[config.mk]
export PLATFORM = sky130hd
export DESIGN_NAME = pc_16
export DESIGN_NICKNAME = d
export VERILOG_FILES = /design/src/rtl/hack_pkg.sv /design/src/rtl/inc_16.sv /design/src/rtl/mux_16.sv /design/src/rtl/pc_16.sv
export SDC_FILE = /design/constraint.sdc
export NUM_CORES = 1
export LEC_CHECK = 0
export CAP_MARGIN = 20
export CORE_AREA = 2 2 51 53
export DETAILED_ROUTE_END_ITERATION = 8
export DIE_AREA = 0 0 53 55
export HOLD_SLACK_MARGIN = 0.1
export PLACE_DENSITY = 0.81
export SKIP_LAST_GASP = 1
export SLEW_MARGIN = 30
export SYNTH_ARGS = -nofsm -noshare
export SYNTH_HDL_FRONTEND = slang
export SYNTH_SLANG_ARGS = --single-unit
[constraint.sdc]
create_clock -name clk -period 2.7 [get_ports clk]
set_input_delay 0.675 -clock clk [delete_from_list [all_inputs] [get_ports clk]]
set_output_delay 0.675 -clock clk [all_outputs]
set_load 0.02 [all_outputs]
[src/rtl/hack_pkg.sv]
// rtl/hack_pkg.sv - shared Hack CPU constants and program-counter operation encoding
package hack_pkg;

  localparam int          HACK_WIDTH      = 16;
  localparam logic [15:0] PC_RESET_VECTOR = 16'h0000;

  typedef enum logic [1:0] {
    PC_HOLD  = 2'd0,
    PC_INC   = 2'd1,
    PC_LOAD  = 2'd2,
    PC_CLEAR = 2'd3
  } pc_op_t;

endpackage

[src/rtl/inc_16.sv]
// rtl/inc_16.sv - combinational +1 incrementer with carry-out
module inc_16 #(
  parameter int WIDTH = 16
) (
  input  logic [WIDTH-1:0] in_i,
  output logic [WIDTH-1:0] out_o,
  output logic             carry_o
);

  // Carry-out is set exactly when in_i is all-ones, so it doubles as the wrap detect.
  assign {carry_o, out_o} = {1'b0, in_i} + {{WIDTH{1'b0}}, 1'b1};

endmodule

[src/rtl/mux_16.sv]
// rtl/mux_16.sv - 16-bit two-way word multiplexer from the Hack gate library
module mux_16 #(
  parameter int WIDTH = 16
) (
  input  logic [WIDTH-1:0] a_i,
  input  logic [WIDTH-1:0] b_i,
  input  logic             sel_i,
  output logic [WIDTH-1:0] out_o
);

  assign out_o = sel_i ? b_i : a_i;

endmodule

[src/rtl/pc_16.sv]
// rtl/pc_16.sv - Hack program counter: clear > load > inc > hold, with wrap/jump pulses
module pc_16
  import hack_pkg::*;
#(
  parameter int               WIDTH       = HACK_WIDTH,
  parameter logic [WIDTH-1:0] RESET_VALUE = PC_RESET_VECTOR
) (
  input  logic             clk,
  input  logic             rst_n,
  input  logic [WIDTH-1:0] in,
  input  logic             load,
  input  logic             inc,
  input  logic             clear,
  output logic [WIDTH-1:0] out,
  output logic             wrapped,
  output logic             jumped
);

  pc_op_t           op;
  logic [WIDTH-1:0] out_q, out_d;
  logic             wrapped_q, wrapped_d;
  logic             jumped_q, jumped_d;
  logic [WIDTH-1:0] inc_val;
  logic             inc_carry;
  logic [WIDTH-1:0] sel_inc, sel_load;

  always_comb begin
    op = PC_HOLD;
    if (clear)     op = PC_CLEAR;
    else if (load) op = PC_LOAD;
    else if (inc)  op = PC_INC;
  end

  inc_16 #(.WIDTH(WIDTH)) u_inc (
    .in_i   (out_q),
    .out_o  (inc_val),
    .carry_o(inc_carry)
  );

  // Chain is ordered lowest priority first so the last stage (clear) dominates.
  mux_16 #(.WIDTH(WIDTH)) u_mux_inc (
    .a_i  (out_q),
    .b_i  (inc_val),
    .sel_i(op == PC_INC),
    .out_o(sel_inc)
  );

  mux_16 #(.WIDTH(WIDTH)) u_mux_load (
    .a_i  (sel_inc),
    .b_i  (in),
    .sel_i(op == PC_LOAD),
    .out_o(sel_load)
  );

  mux_16 #(.WIDTH(WIDTH)) u_mux_clear (
    .a_i  (sel_load),
    .b_i  (RESET_VALUE),
    .sel_i(op == PC_CLEAR),
    .out_o(out_d)
  );

  assign wrapped_d = (op == PC_INC) && inc_carry;
  assign jumped_d  = (op == PC_LOAD);

  always_ff @(posedge clk or negedge rst_n) begin
    if (!rst_n) begin
      out_q     <= RESET_VALUE;
      wrapped_q <= 1'b0;
      jumped_q  <= 1'b0;
    end else begin
      out_q     <= out_d;
      wrapped_q <= wrapped_d;
      jumped_q  <= jumped_d;
    end
  end

  assign out     = out_q;
  assign wrapped = wrapped_q;
  assign jumped  = jumped_q;

endmodule

# [Word-level counts from Yosys, hierarchy flattened]
# Index checks and enable logic that the tools add are counted.
[op_classes] n_addsub=1 eq_ne=3 mux=6 reduce_logical=2
[ops] operator="$mux 16" count=3
[ops] operator="$add 16x1->17 const B" count=1
[ops] operator="$eq 2x2->1 const B" count=2
[ops] operator="$mux 2" count=2
[ops] operator="$reduce_bool 3->1" count=1
[ops] operator="$eq 2x1->1 const B" count=1
[ops] operator="$logic_and 1x1->1" count=1
[ops] operator="$mux 1" count=1
[totals] regBits=18 word_cells=15

# [Longest topological paths before layout]
[logic_depth] word_depth=7 mapped_depth=6 mapped_depth_nobuf=5

# [By module]
# Synthesis repeated with hierarchy kept, for this count alone.
[unflattened] hier_cells=121 area_unflattened_um2=1556.5
[by_module_without_submodules] mod="mux_16" n_inst=3 cells_each=18 area_per_inst_um2=249.0 seq_area_each_um2=0.0
[by_module_without_submodules] mod="pc_16" n_inst=1 cells_each=23 area_per_inst_um2=486.7 seq_area_each_um2=450.4
[by_module_without_submodules] mod="inc_16" n_inst=1 cells_each=44 area_per_inst_um2=322.8 seq_area_each_um2=0.0

# [Least setup slack after synthesis]
# No wires, ideal clock.
[synth_path] kind="input to register" from="input inc" to="register out_q[15] (netlist: out[15])" setup_time_ns=0.099 t_arrival_ns=2.019 slack_ns=0.582 path_stages=6 path_cell_list="buf_4 nand4_1 or2_2 clkbuf_1 or4_1 a311oi_1"
[synth_via] elab_chain_cells=6 word_cells_on_any_way=9
[synth_lines] item="start, declared" line_no="pc_16.sv:12" source="input logic inc,"
[synth_lines] item="$mux 1 (*)" line_no="pc_16.sv:31" source="else if (inc) op = PC_INC;"
[synth_lines] item="$mux 2 (*)" line_no="pc_16.sv:30" source="else if (load) op = PC_LOAD;"
[synth_lines] item="$mux 2 (*)" line_no="pc_16.sv:29" source="if (clear) op = PC_CLEAR;"
[synth_lines] item="$eq 2x2->1" line_no="pc_16.sv:51" source=".sel_i(op == PC_LOAD),"
[synth_lines] item="$mux 16 (2 in series)" line_no="mux_16.sv:11" source="assign out_o = sel_i ? b_i : a_i;"
[synth_lines] item="end signal, assigned" line_no="pc_16.sv:71" source="out_q <= out_d;"
[synth_lines] item="end, declared" line_no="pc_16.sv:20" source="logic [WIDTH-1:0] out_q, out_d;"
# Mark *: on every way between the ends. The rest lies on a longest branch, timed or not.
# A chain may end at the register's enable or synchronous reset.

# [Worst setup path in the final report]
# Same ends and word-level chain as after synthesis.

==> results.txt <==
GRT Util Overall: 0.205
worst slew pin tran: 0.798 ns
fin crit share: 0.848
WL/cell: 14.3 µm
hpwl dp: 1.95 mm
Hold Vio Cnt, Final: 0
initial antenna violation count: 0
Worst setup SP type: input pin
chip height: 55 µm
Pre-antenna DRT Iters: 4
CP arrival: 2.48 ns
Hold-fix buffers, CTS: 0
Final Skew: 0.00595 ns
Synth Register Bits: 18
hold crit path type: reg -> reg
Cell Area, Synth: 1050 µm²
CP required: 2.89 ns
worst rel slew slack: 0.467
post-layout net count: 176
# rows: 18
Clock transition at path regs: 0.11 ns
Core ar.: 2360 µm²
area occupied by multi-input gates: 534 µm²
largest stage delay on the critical path: 0.51 ns
Yosys cell types: 31
final setup vio count: 0
critical path cell sequence: clkdlybuf4s50_1 > nand4_1 > or2_2 > or4_1 > a311oi_1
status: completed
Syn. warnings: 0
register area share after synthesis: 0.428
setup bufs post-CTS: 0
Mapped Nets: 137
Fillers: 219
layout cells sized above 1: 0.0850
Worst Setup Path Type: in -> reg
Slew Viols, Final: 0
power per cell area: 419 nW/µm²
FMAX: 0.437 GHz
Die Width: 53 µm
Sink Count: 18
Max H-tree Level: 1
I/O pins: 39
Worst Hold Slack: 0.665 ns
Clock Tree Buf Depth: 2
vias: 1019
largest net degree at the start of global routing: 19
Tmin final: 2.29 ns
RSZ-0062 raised after global routing: no
Vias/cell: 5.57
Pleak: 0.566 nW
Residual DRC: 0
die area: 2920 µm²
crit-path max FO: 7
Tot Pwr: 0.623 mW
Port Buffers: 38
Post-Synthesis Cells: 115
TNS Setup: 0 ns
total CTS buffers: 3
initial core utilization: 0.446
syn avg cell area: 9.16 µm²
Routed WL: 2.62 mm
P&R area growth vs syn: 41.2%
max-cap violation count: 0
grt total ovfl: 0
Final ANT Viol Nets: 0
CTS tree: done
Critical Path End Type: flop
diodes inserted: 0
VDD IR max: 0.346 mV
crit path max-delay cell type: clkdlybuf4s50_1
Reg area: 450 µm²
post-cts sizing count: 0
number of global-route vias before repair: 1002
later-pin clock latency in the skew report: 0.29 ns
initial DRC count: 28
first-pass GRT wire length: 4.37 mm
clock root buffer: clkbuf_4
GP Congestion: 0.805
## layout make-up
class	count	area share
Inverter	5	0.0126
Timing Repair Buffer	42	0.276
Multi-Input combinational cell	84	0.359
Clock buffer	4	0.0244
Tap cell	30	0.0252
Sequential cell	18	0.303
## synthesized netlist by cell type, drive strengths merged
cell type | instances | area (µm²)
nand3 | 5 | 25.0
o31a | 4 | 37.5
or4 | 2 | 15.0
a2111oi | 1 | 8.76
nor4 | 5 | 31.3
nand2 | 11 | 41.3
or2 | 2 | 12.5
inv | 5 | 18.8
nand4 | 5 | 46.3
xor2 | 2 | 17.5
nor2 | 13 | 48.8
o21ai | 1 | 5.00
a21oi | 6 | 30.0
mux2i | 2 | 20.0
o31ai | 2 | 15.0
xnor2 | 7 | 61.3
or4b | 1 | 10.0
ha | 1 | 12.5
a311oi | 3 | 26.3
dfrtp | 18 | 450
clkbuf | 5 | 20.0
or3 | 1 | 6.26
a211oi | 5 | 37.5
nor3 | 4 | 20.0
buf | 3 | 30.0
nor2b | 1 | 6.26
## final timing paths
check	start	endpoint	slack [ns]	cells past startpoint
setup reg to reg	out[5]$_DFFE_PN0P_	out[15]$_DFFE_PN0P_	0.68	4
setup / recovery	inc	out[15]$_DFFE_PN0P_	0.41	5
hold / removal	out[15]$_DFFE_PN0P_	out[15]$_DFFE_PN0P_	0.66	2
min in group asynchronous	rst_n	jumped$_DFF_PN0_	0.83	1
max in group asynchronous	rst_n	out[4]$_DFFE_PN0P_	1.37	1
hold reg to reg	out[15]$_DFFE_PN0P_	out[15]$_DFFE_PN0P_	0.66	2
## placed cells by master (no fill, tap or decap), types with 4 or more instances in the layout
master	instances
dfrtp_1	18
nor4_1	5
nand2_1	11
xnor2_1	7
nor2_1	13
a21oi_1	6
clkdlybuf4s50_1	38
nand3_1	5
nand4_1	4
a211oi_1	5
buf_4	4
inv_1	5
nor3_1	4
## sequential cells by signal, summed over array words and instances (netlist names)
register,count
out,16
jumped,1
wrapped,1
## power breakdown
part           leakage [nW]  total (mW)  internal, mW  switching, mW
combinational         0.309       0.144        0.0784         0.0661
sequential            0.236       0.310         0.286         0.0244
clock                0.0210       0.169        0.0821         0.0864
## layer usage
metal,global-route usage,vias up,part of all wire
li1,-,492,-
met1,0.253,486,0.43
met2,0.358,37,0.49
met3,0.0430,4,0.064
met4,0.0684,0,0.011
met5,0,-,0
## critical path: cells and delay by family
kind	cells	cell delay, ns
simple gates	3	0.97
buf+inv	1	0.51
compound gates	1	0.32
## stage by stage
| step | instances | area [µm²] | setup WS [ns] | util |
|---|---|---|---|---|
| finish | 183 | 1490 | 0.409 | 0.629 |
| global route | 183 | 1490 | 0.317 | 0.629 |
| CTS | 183 | 1490 | 0.435 | 0.629 |
| detailed placement | 179 | 1450 | 0.131 | 0.614 |
| global placement | 179 | 1450 | 0.257 | 0.614 |
| floorplan | 115 | 1050 | 0.582 | - |
## cell families after synthesis
| kind of cell | count (synthesis) | share of synthesized area |
|---|---|---|
| buffers and inverters | 13 | 0.0653 |
| multiplexers | 2 | 0.0190 |
| flip-flops | 18 | 0.428 |
| XOR/XNOR | 9 | 0.0748 |
| adder cells (fa/ha/maj) | 1 | 0.0119 |
| AND/OR/NAND/NOR | 50 | 0.249 |
| AO/OA/AOI/OAI | 22 | 0.152 |
Note: power is estimated with default switching activity, not from simulation.
